### config.mk
export PLATFORM = sky130hd
export DESIGN_NAME = key_event_scanner
export DESIGN_NICKNAME = d
export VERILOG_FILES = /design/src/rtl/keypad_pkg.sv /design/src/rtl/key_filter.sv /design/src/rtl/key_event_scanner.sv
export SDC_FILE = /design/constraint.sdc
export NUM_CORES = 1
export LEC_CHECK = 0
export BUFFER_PORTS_ARGS = -buffer_cell sky130_fd_sc_hd__buf_2
export CORE_ASPECT_RATIO = 1.1
export CORE_UTILIZATION = 58
export CTS_BUF_LIST = sky130_fd_sc_hd__clkbuf_8
export DETAILED_ROUTE_END_ITERATION = 8
export PLACE_DENSITY = 0.78
export SYNTH_ARGS = -nofsm -noshare
export SYNTH_HDL_FRONTEND = slang
export SYNTH_SLANG_ARGS = --single-unit
### constraint.sdc
create_clock -name clk -period 2.32 [get_ports clk]
set_clock_uncertainty 0.2 [all_clocks]
set_input_delay 0.696 -clock clk [delete_from_list [all_inputs] [get_ports clk]]
set_output_delay 0.696 -clock clk [all_outputs]
set_load 0.02 [all_outputs]
### src/rtl/keypad_pkg.sv
// Shared types and helpers for the key scanner: event encoding and ms-to-tick conversion.
package keypad_pkg;

    typedef enum logic [1:0] {
        EV_NONE    = 2'b00,
        EV_PRESS   = 2'b01,
        EV_RELEASE = 2'b10,
        EV_LONG    = 2'b11
    } evt_type_e;

    typedef struct packed {
        evt_type_e  t;
        logic [2:0] idx;
    } evt_t;

    function automatic int ms_to_ticks(input int ms, input int f_sample);
        return ms * f_sample / 1000;
    endfunction

endpackage

### src/rtl/key_filter.sv
// Per-key front end: 2-FF synchroniser, tick-driven debounce filter and long-press hold counter.
module key_filter #(
    parameter int DB_TICKS   = 20,
    parameter int LONG_TICKS = 1000
) (
    input  logic clk,
    input  logic rst_n,
    input  logic tick,
    input  logic key_n,
    output logic level,
    output logic press,
    output logic rel,
    output logic press_ev,
    output logic rel_ev,
    output logic long_ev
);
    localparam int CW = $clog2(DB_TICKS + 1);
    localparam int HW = $clog2(LONG_TICKS + 1);

    logic          sync1_q, sync2_q;
    logic          level_q, level_d;
    logic [CW-1:0] cnt_q, cnt_d;
    logic [HW-1:0] hold_q, hold_d;
    logic          press_q, rel_q;
    logic          s;

    assign s = ~sync2_q;

    always_comb begin
        cnt_d    = cnt_q;
        level_d  = level_q;
        hold_d   = hold_q;
        press_ev = 1'b0;
        rel_ev   = 1'b0;
        long_ev  = 1'b0;
        if (tick) begin
            if (s == level_q) begin
                cnt_d = '0;
            end else if (cnt_q == CW'(DB_TICKS - 1)) begin
                cnt_d    = '0;
                level_d  = ~level_q;
                press_ev = ~level_q;
                rel_ev   = level_q;
            end else begin
                cnt_d = cnt_q + 1'b1;
            end
        end
        // Hold only counts ticks after the press tick; saturation gives one long event per press.
        if (!level_d) begin
            hold_d = '0;
        end else if (tick && level_q && hold_q != HW'(LONG_TICKS)) begin
            hold_d  = hold_q + 1'b1;
            long_ev = (hold_q == HW'(LONG_TICKS - 1));
        end
    end

    always_ff @(posedge clk or negedge rst_n) begin
        if (!rst_n) begin
            sync1_q <= 1'b1;
            sync2_q <= 1'b1;
            level_q <= 1'b0;
            cnt_q   <= '0;
            hold_q  <= '0;
            press_q <= 1'b0;
            rel_q   <= 1'b0;
        end else begin
            sync1_q <= key_n;
            sync2_q <= sync1_q;
            level_q <= level_d;
            cnt_q   <= cnt_d;
            hold_q  <= hold_d;
            press_q <= press_ev;
            rel_q   <= rel_ev;
        end
    end

    assign level = level_q;
    assign press = press_q;
    assign rel   = rel_q;

endmodule

### src/rtl/key_event_scanner.sv
// Key scanner top: sample prescaler, per-key filters, pending-event arbiter and show-ahead event FIFO.
module key_event_scanner
    import keypad_pkg::*;
#(
    parameter int F_CLK       = 50000000,
    parameter int F_SAMPLE    = 1000,
    parameter int N_KEYS      = 6,
    parameter int DEBOUNCE_MS = 20,
    parameter int LONG_MS     = 1000,
    parameter int FIFO_DEPTH  = 4
) (
    input  logic              clk,
    input  logic              rst_n,
    input  logic [N_KEYS-1:0] key,
    output logic [N_KEYS-1:0] key_level,
    output logic [N_KEYS-1:0] key_press,
    output logic [N_KEYS-1:0] key_release,
    output logic              evt_valid,
    output logic [4:0]        evt_data,
    input  logic              evt_ready,
    input  logic              clr_ovf,
    output logic              ovf
);
    localparam int TICK_DIV   = F_CLK / F_SAMPLE;
    localparam int DB_TICKS   = ms_to_ticks(DEBOUNCE_MS, F_SAMPLE);
    localparam int LONG_TICKS = ms_to_ticks(LONG_MS, F_SAMPLE);
    localparam int PW         = $clog2(TICK_DIV);
    localparam int AW         = $clog2(FIFO_DEPTH);

    logic [PW-1:0] presc_q, presc_d;
    logic          tick;

    assign tick    = (presc_q == PW'(TICK_DIV - 1));
    assign presc_d = tick ? '0 : presc_q + 1'b1;

    logic [N_KEYS-1:0] press_ev, rel_ev, long_ev;

    for (genvar k = 0; k < N_KEYS; k++) begin : g_key
        key_filter #(
            .DB_TICKS  (DB_TICKS),
            .LONG_TICKS(LONG_TICKS)
        ) u_filt (
            .clk     (clk),
            .rst_n   (rst_n),
            .tick    (tick),
            .key_n   (key[k]),
            .level   (key_level[k]),
            .press   (key_press[k]),
            .rel     (key_release[k]),
            .press_ev(press_ev[k]),
            .rel_ev  (rel_ev[k]),
            .long_ev (long_ev[k])
        );
    end

    logic [N_KEYS-1:0] pp_q, pp_d, pl_q, pl_d, pr_q, pr_d;
    logic [N_KEYS-1:0] gp, gl, gr;
    evt_t              push_evt;
    logic              push_req, push_ok, pop, full, empty, drop;
    logic              ovf_q, ovf_d;

    // Lowest key wins; within a key press beats long beats release.
    always_comb begin
        push_req = 1'b0;
        push_evt = '0;
        gp       = '0;
        gl       = '0;
        gr       = '0;
        for (int k = 0; k < N_KEYS; k++) begin
            if (!push_req) begin
                if (pp_q[k]) begin
                    push_req = 1'b1; gp[k] = 1'b1; push_evt.t = EV_PRESS;   push_evt.idx = 3'(k);
                end else if (pl_q[k]) begin
                    push_req = 1'b1; gl[k] = 1'b1; push_evt.t = EV_LONG;    push_evt.idx = 3'(k);
                end else if (pr_q[k]) begin
                    push_req = 1'b1; gr[k] = 1'b1; push_evt.t = EV_RELEASE; push_evt.idx = 3'(k);
                end
            end
        end
    end

    assign pop     = !empty && evt_ready;
    assign push_ok = push_req && (!full || pop);

    // New events only arrive on a tick; anything still pending then is dropped.
    always_comb begin
        pp_d = pp_q & ~({N_KEYS{push_ok}} & gp);
        pl_d = pl_q & ~({N_KEYS{push_ok}} & gl);
        pr_d = pr_q & ~({N_KEYS{push_ok}} & gr);
        drop = 1'b0;
        if (tick) begin
            drop = |{pp_d, pl_d, pr_d};
            pp_d = press_ev;
            pl_d = long_ev;
            pr_d = rel_ev;
        end
    end

    assign ovf_d = (ovf_q & ~clr_ovf) | drop;

    evt_t          mem_q [FIFO_DEPTH];
    evt_t          mem_d [FIFO_DEPTH];
    logic [AW:0]   wr_q, wr_d, rd_q, rd_d;

    assign empty = (wr_q == rd_q);
    assign full  = (wr_q[AW] != rd_q[AW]) && (wr_q[AW-1:0] == rd_q[AW-1:0]);

    always_comb begin
        mem_d = mem_q;
        wr_d  = wr_q;
        rd_d  = rd_q;
        if (push_ok) begin
            mem_d[wr_q[AW-1:0]] = push_evt;
            wr_d                = wr_q + 1'b1;
        end
        if (pop) rd_d = rd_q + 1'b1;
    end

    always_ff @(posedge clk or negedge rst_n) begin
        if (!rst_n) begin
            presc_q <= '0;
            pp_q    <= '0;
            pl_q    <= '0;
            pr_q    <= '0;
            ovf_q   <= 1'b0;
            wr_q    <= '0;
            rd_q    <= '0;
            for (int i = 0; i < FIFO_DEPTH; i++) mem_q[i] <= '0;
        end else begin
            presc_q <= presc_d;
            pp_q    <= pp_d;
            pl_q    <= pl_d;
            pr_q    <= pr_d;
            ovf_q   <= ovf_d;
            wr_q    <= wr_d;
            rd_q    <= rd_d;
            mem_q   <= mem_d;
        end
    end

    assign evt_valid = !empty;
    assign evt_data  = mem_q[rd_q[AW-1:0]];
    assign ovf       = ovf_q;

endmodule

**After elaboration in Yosys (flattened, before gate mapping)**

Cells that the tools add are included.

- Flip-flop bits (word level): 181
- Input bits: 10

- Bitwise logic cells: 26
- Magnitude comparators: 3
- Eq/ne operators: 34
- Add/sub/neg operators: 15
- Reductions and logical operators: 20
- Muxes and demuxes: 192

Operators by type and width:

| kind | count |
|---|---|
| 5-bit 2-to-1 mux | 38 |
| 1-bit 2-to-1 mux | 135 |
| 10-bit 2-to-1 mux | 12 |
| 10-bit by 1-bit adder with 10-bit output (second input constant) | 6 |
| 10-bit equality test (second input constant) | 6 |
| 10-bit inequality test (second input constant) | 6 |
| 6-bit bitwise AND | 6 |
| 5-bit by 1-bit adder with 5-bit output (second input constant) | 6 |
| 5-bit equality test (second input constant) | 6 |
| 20-bit bitwise mux | 1 |
| 6-bit 2-to-1 mux | 3 |
| 6-bit NOT | 3 |
| 18-bit OR reduction | 1 |
| 16-bit by 1-bit adder with 16-bit output (second input constant) | 1 |
| 16-bit equality test (second input constant) | 1 |
| 1-bit logical AND | 16 |
| 16-bit 2-to-1 mux | 1 |
| 1-bit NOT | 13 |
| 2-bit inequality test (second input constant) | 6 |
| 5-bit binary-select mux with 2-bit select | 1 |
| 5-bit demux with 2-bit select | 1 |
| 3-bit by 1-bit adder with 3-bit output (second input constant) | 2 |
| 1-bit equality test | 6 |
| 3-bit greater-or-equal comparator (second input constant) | 2 |
| 9 further kinds | 11 |

**Logic depth before layout (Yosys ltp)**

- Depth after elaboration: 24
- Depth in mapped cells: 10
- Gate-level depth less buffers: 7

**By module**

Synthesis repeated with hierarchy kept, for this count alone.

- Cell total of the unflattened synthesis: 951
- Area total of the unflattened synthesis: 9784.4 um2

Modules (own cells, without submodules):

| module | sequential area each (um2) | area an instance (um2) | cells each | times used |
|---|---|---|---|---|
| key_filter at g_key[0].u_filt ... | 503.0 | 1099.8 | 105 | 5 |
| key_event_scanner | 1526.5 | 3164.3 | 320 | 1 |
| key_filter at g_key[5].u_filt | 503.0 | 1121.1 | 106 | 1 |

**Least setup slack after synthesis**

OpenSTA, ideal clock, no wires.

- Kind: register to register
- Start: register pp_q[1]
- End: register ovf_q (netlist: ovf)
- Data arrival time: 1.996 ns
- Path buffers: 0
- Stages on the path, launching flop included: 7
- Path slack: -0.002 ns
- Period minus slack after synthesis: 2.322 ns
- Setup time: 0.126 ns
- Required time: 1.994 ns
- Path through: dfrtp_1 or3_4 nand2b_4 or4_4 a211oi_2 o311ai_1 o32a_1

- Cells in the longest elaborated chain, start to end: 13
- Elaborated cells on any way between the ends: 37

Ends and longest elaborated chain:

| element | RTL line | source |
|---|---|---|
| start, declared | key_event_scanner.sv:56 | `logic [N_KEYS-1:0] pp_q, pp_d, pl_q, pl_d, pr_q, pr_d;` |
| start signal, assigned | key_event_scanner.sv:131 | `pp_q <= pp_d;` |
| 1-bit 2-to-1 mux | key_event_scanner.sv:71 | `if (pp_q[k]) begin` |
| 1-bit 2-to-1 mux (5 in series) | key_event_scanner.sv:70 | `if (!push_req) begin` |
| 1-bit logical AND | key_event_scanner.sv:83 | `assign push_ok = push_req && (!full \|\| pop);` |
| 6-bit bitwise AND, on equally long branches | key_event_scanner.sv:87, key_event_scanner.sv:88, key_event_scanner.sv:89 |  |
| 6-bit NOT, on equally long branches | key_event_scanner.sv:87, key_event_scanner.sv:88, key_event_scanner.sv:89 |  |
| 6-bit bitwise AND, on equally long branches | key_event_scanner.sv:87, key_event_scanner.sv:88, key_event_scanner.sv:89 |  |
| 18-bit OR reduction * | key_event_scanner.sv:92 | `drop = \|{pp_d, pl_d, pr_d};` |
| 1-bit 2-to-1 mux * | key_event_scanner.sv:91 | `if (tick) begin` |
| 1-bit OR * | key_event_scanner.sv:99 | `assign ovf_d = (ovf_q & ~clr_ovf) \| drop;` |
| net ovf_d | key_event_scanner.sv:60 | `logic ovf_q, ovf_d;` |
| end signal, assigned | key_event_scanner.sv:134 | `ovf_q <= ovf_d;` |
| end, declared | key_event_scanner.sv:60 |  |

Mark *: on every way through the listed nets, which the timed path passes. The rest lies on a longest branch.
A chain may end at the register's enable or synchronous reset.

**Worst setup path in the final report**

- Start: register rd_q[0]
- End: output evt_data[2]

- Cells in the longest elaborated chain, start to end: 4

Ends and longest elaborated chain:

| element | RTL line | source |
|---|---|---|
| start, declared | key_event_scanner.sv:103 | `logic [AW:0] wr_q, wr_d, rd_q, rd_d;` |
| start signal, assigned | key_event_scanner.sv:136 | `rd_q <= rd_d;` |
| 2-bit NOT with 3-bit output (not written as such) | key_event_scanner.sv:142 | `assign evt_data = mem_q[rd_q[AW-1:0]];` |
| 5-bit binary-select mux with 2-bit select | key_event_scanner.sv:142 |  |
| 5-bit 2-to-1 mux (not written as such) (2 in series) | key_event_scanner.sv:142 |  |
| end, declared | key_event_scanner.sv:19 | `output logic [4:0] evt_data,` |

Every way passes these cells. The select of a mux whose other input is x is not followed.

==> run_results.csv <==
group,metric,value,unit
grt,grt_pass1_wl,30000,µm
power,intPower,0.00509,W
worst_setup_path,worstSetupPathType,"register to output pin",
routing,drc_errors,0,
synthesis,synth_flop_cell,"dfrtp_1",
synthesis,synthTopCellsByArea,"dfrtp_1, xnor2_1, nor2_1",
synthesis,synthArstFlopShare,1.00,
grt,grt_usage,0.235,
synthesis,synth_area,8950,µm²
sta,finalHoldViolCount,0,
routing,drtIter0Drc,368,
floorplanning,io-pin-count,35,
routing,wirelength,17700,µm
floorplanning,rows,47,
routing,final_antenna_net_count,0,
floorplanning,coreArea,15100,µm²
routing,wl_per_cell,14.7,µm
synthesis,yosysSeqAreaShare,0.508,
run_status,status,"finished with violations",
clock_network,cts_tree,"done",
floorplanning,fp.dieH,132,µm
placement,dp.cells,1157,
grt,grt_pass1_vias,6517,
clock_network,clkLatencyLatePin,0.47,ns
power,power_frac_comb,0.207,
sta,rsz0062_at_grt,"yes",
routing,route.vias.total,6682,
power,finalPower,0.00710,W
power,seq_power_share,0.503,
sta,setup_violations,7,
clock_network,numCtsBuffers,17,
sta,timing.final.ws_setup,-0.250,ns
job,maxCapViolCount,0,
placement,dp_hpwl,12100,µm
clock_network,numClockSinks,181,
min_path,min-delay-path-class,"input port to register",
synthesis,synth_edf_count,0,
sta,min_period,2.57,ns
sta,whs,0.117,ns
routing,routed_via_density,5.58,
power,p_leak,4.65,nW
clock_network,htree_levels,4,
power,p_per_area,680,nW/µm²
synthesis,yosysTopAreaCell,"dfrtp_1",
synthesis,synthesis.instances,896,
worst_setup_path,crit_arrival,1.67,ns
power,ir_drop,0.000460,V
synthesis,synthDistinctLibCells,64,
synthesis,yosysMostFrequentCell,"dfrtp_1",
power,p_clk_frac,0.290,
worst_setup_path,worstSetupEndpointType,"output pin",
floorplanning,start_util,0.594,
finish,fin_cells,1198,
synthesis,avgSynthCellArea,9.99,µm²
power,swShare,0.282,
worst_setup_path,cp_max_fo,6,
run_status,violations,"setup timing",
placement,port_buffers,34,
finish,diodes,0,
clock_network,cts_max_path_buffers,2,
power,switchingPower,0.00200,W
sta,tightest_slew,0.484,ns
finish,drive_gt1_frac,0.230,
clock_network,cts-root-buf,"clkbuf_8",
worst_setup_path,critPathLaunchType,"register",
synthesis,synth_top_cell_area_share,0.473,
sta,fin_crit_sh,1.11,
finish,syn_to_final_growth,16.7,%
sta,slew_viol_final,0,
grt,grt_max_degree,62,
routing,first_pass_iters,5,
synthesis,synth-warning-count,0,
finish,nets,1023,
sta,relSlewSlack,0.674,
floorplanning,die_w,120,µm
synthesis,synth_seq_cells,181,
synthesis,synth_nets,930,
placement,place_congestion,0.850,
sta,fmax,0.389,GHz
sta,tns,-1.52,ns
worst_setup_path,timing.critical_path.required,1.42,ns
floorplanning,die-area,15900,µm²
clock_network,clkTransAtPathRegs,0.09,ns
synthesis,synth_common_cells,"dfrtp_1, nor2_1, nand2_1",
grt,antenna_found_initial,0,
grt,overflow,0,
placement,place_ws,-0.0748,ns
finish,n_fill_cell,1133,
kinds of logic (layout without fill, tap and decap cells):
kind of cell | count (synthesis) | count (layout) | synth area share
AND/OR/NAND/NOR | 381 | 381 | 0.211
flip-flops | 181 | 181 | 0.508
AO/OA/AOI/OAI | 135 | 135 | 0.0994
buffers and inverters | 83 | 189 | 0.0478
XOR/XNOR | 81 | 81 | 0.0810
adder cells (fa/ha/maj) | 24 | 24 | 0.0336
multiplexers | 11 | 11 | 0.0194
worst paths after layout:
kind,startpoint,end,slack (ns),cells past startpoint
setup / recovery,rd_q[0],evt_data[2],-0.25,3
hold / removal,key[0],g_key[0].u_filt.sync1_q,0.12,1
setup reg to reg,rd_q[0],ovf,-0.08,8
hold reg to reg,g_key[2].u_filt.sync1_q,g_key[2].u_filt.sync2_q,0.16,0
max in group asynchronous,rst_n,g_key[3].u_filt.sync1_q,0.74,3
min in group asynchronous,rst_n,mem_q[18],0.49,2
repair_timing:
action	4_1_cts	5_1_grt
pin swaps	1	8
setup endpoints to repair	7	87
endpoints found under the hold margin	30	0
gates cloned	0	3
hold buffers	1	0
setup buffers	2	3
resized for setup	15	41
sequential cells by signal, summed over array words and instances (netlist names):
| signal | cells |
|---|---|
| pr_q | 6 |
| g_key.u_filt.sync2_q | 6 |
| wr_q | 3 |
| g_key.u_filt.sync1_q | 6 |
| ovf | 1 |
| rd_q | 3 |
| g_key.u_filt.cnt_q | 30 |
| pl_q | 6 |
| pp_q | 6 |
| g_key.u_filt.hold_q | 60 |
| g_key.u_filt.level | 6 |
| g_key.u_filt.press | 6 |
| g_key.u_filt.rel | 6 |
| presc_q | 16 |
| mem_q | 20 |
stage by stage:
stage	util	cell area, µm²
floorplan	-	8950
global placement	0.648	9760
detailed placement	0.648	9760
CTS	0.679	10200
global route	0.693	10400
finish	0.693	10400
worst max-delay path, cell delays in order, from the launching register on:
cell     delay, ns
dfrtp_1       0.39
buf_6         0.16
mux4_2        0.52
buf_6         0.15
final cells by class:
cell class / instances / area [µm²] / area share
sequential: 181 / 4550 / 0.435
inverter: 30 / 113 / 0.0108
timing repair buffer: 127 / 1020 / 0.0973
tap: 196 / 245 / 0.0235
multi-input combinational: 632 / 4150 / 0.397
clock inverter: 15 / 141 / 0.0135
clock buffer: 17 / 234 / 0.0224
routing by layer:
layer  share of wire  GRT usage  wire, µm  up-vias
met4           0.016     0.0706       283        0
met1            0.45      0.313      8020     3292
met2            0.50      0.384      8820      113
met3           0.030     0.0532       536       25
li1                -          -         -     3252
met5               0          0         0        -
cell usage in the layout (no fill, tap or decap), types with 10 or more instances in the layout:
cell	count
a21oi_1	19
and3_1	13
buf_2	28
buf_4	81
buf_6	10
clkbuf_8	17
dfrtp_1	168
dfstp_2	12
ha_1	23
inv_1	33
nand2_1	103
nand2b_1	18
nand3_1	36
nand4_1	21
nor2_1	105
nor3_1	24
o21ai_0	54
xnor2_1	52
xor2_1	27
power groups by stage:
stage               Sequential [W]  Clock (W)  Combinational (W)
floorplan                  0.00356          0           0.000833
global placement           0.00360          0            0.00118
detailed placement         0.00361          0            0.00122
CTS                        0.00357    0.00212            0.00140
global route               0.00360    0.00225            0.00161
finish                     0.00357    0.00206            0.00147
No activity file was read; power rests on OpenSTA's default activity.
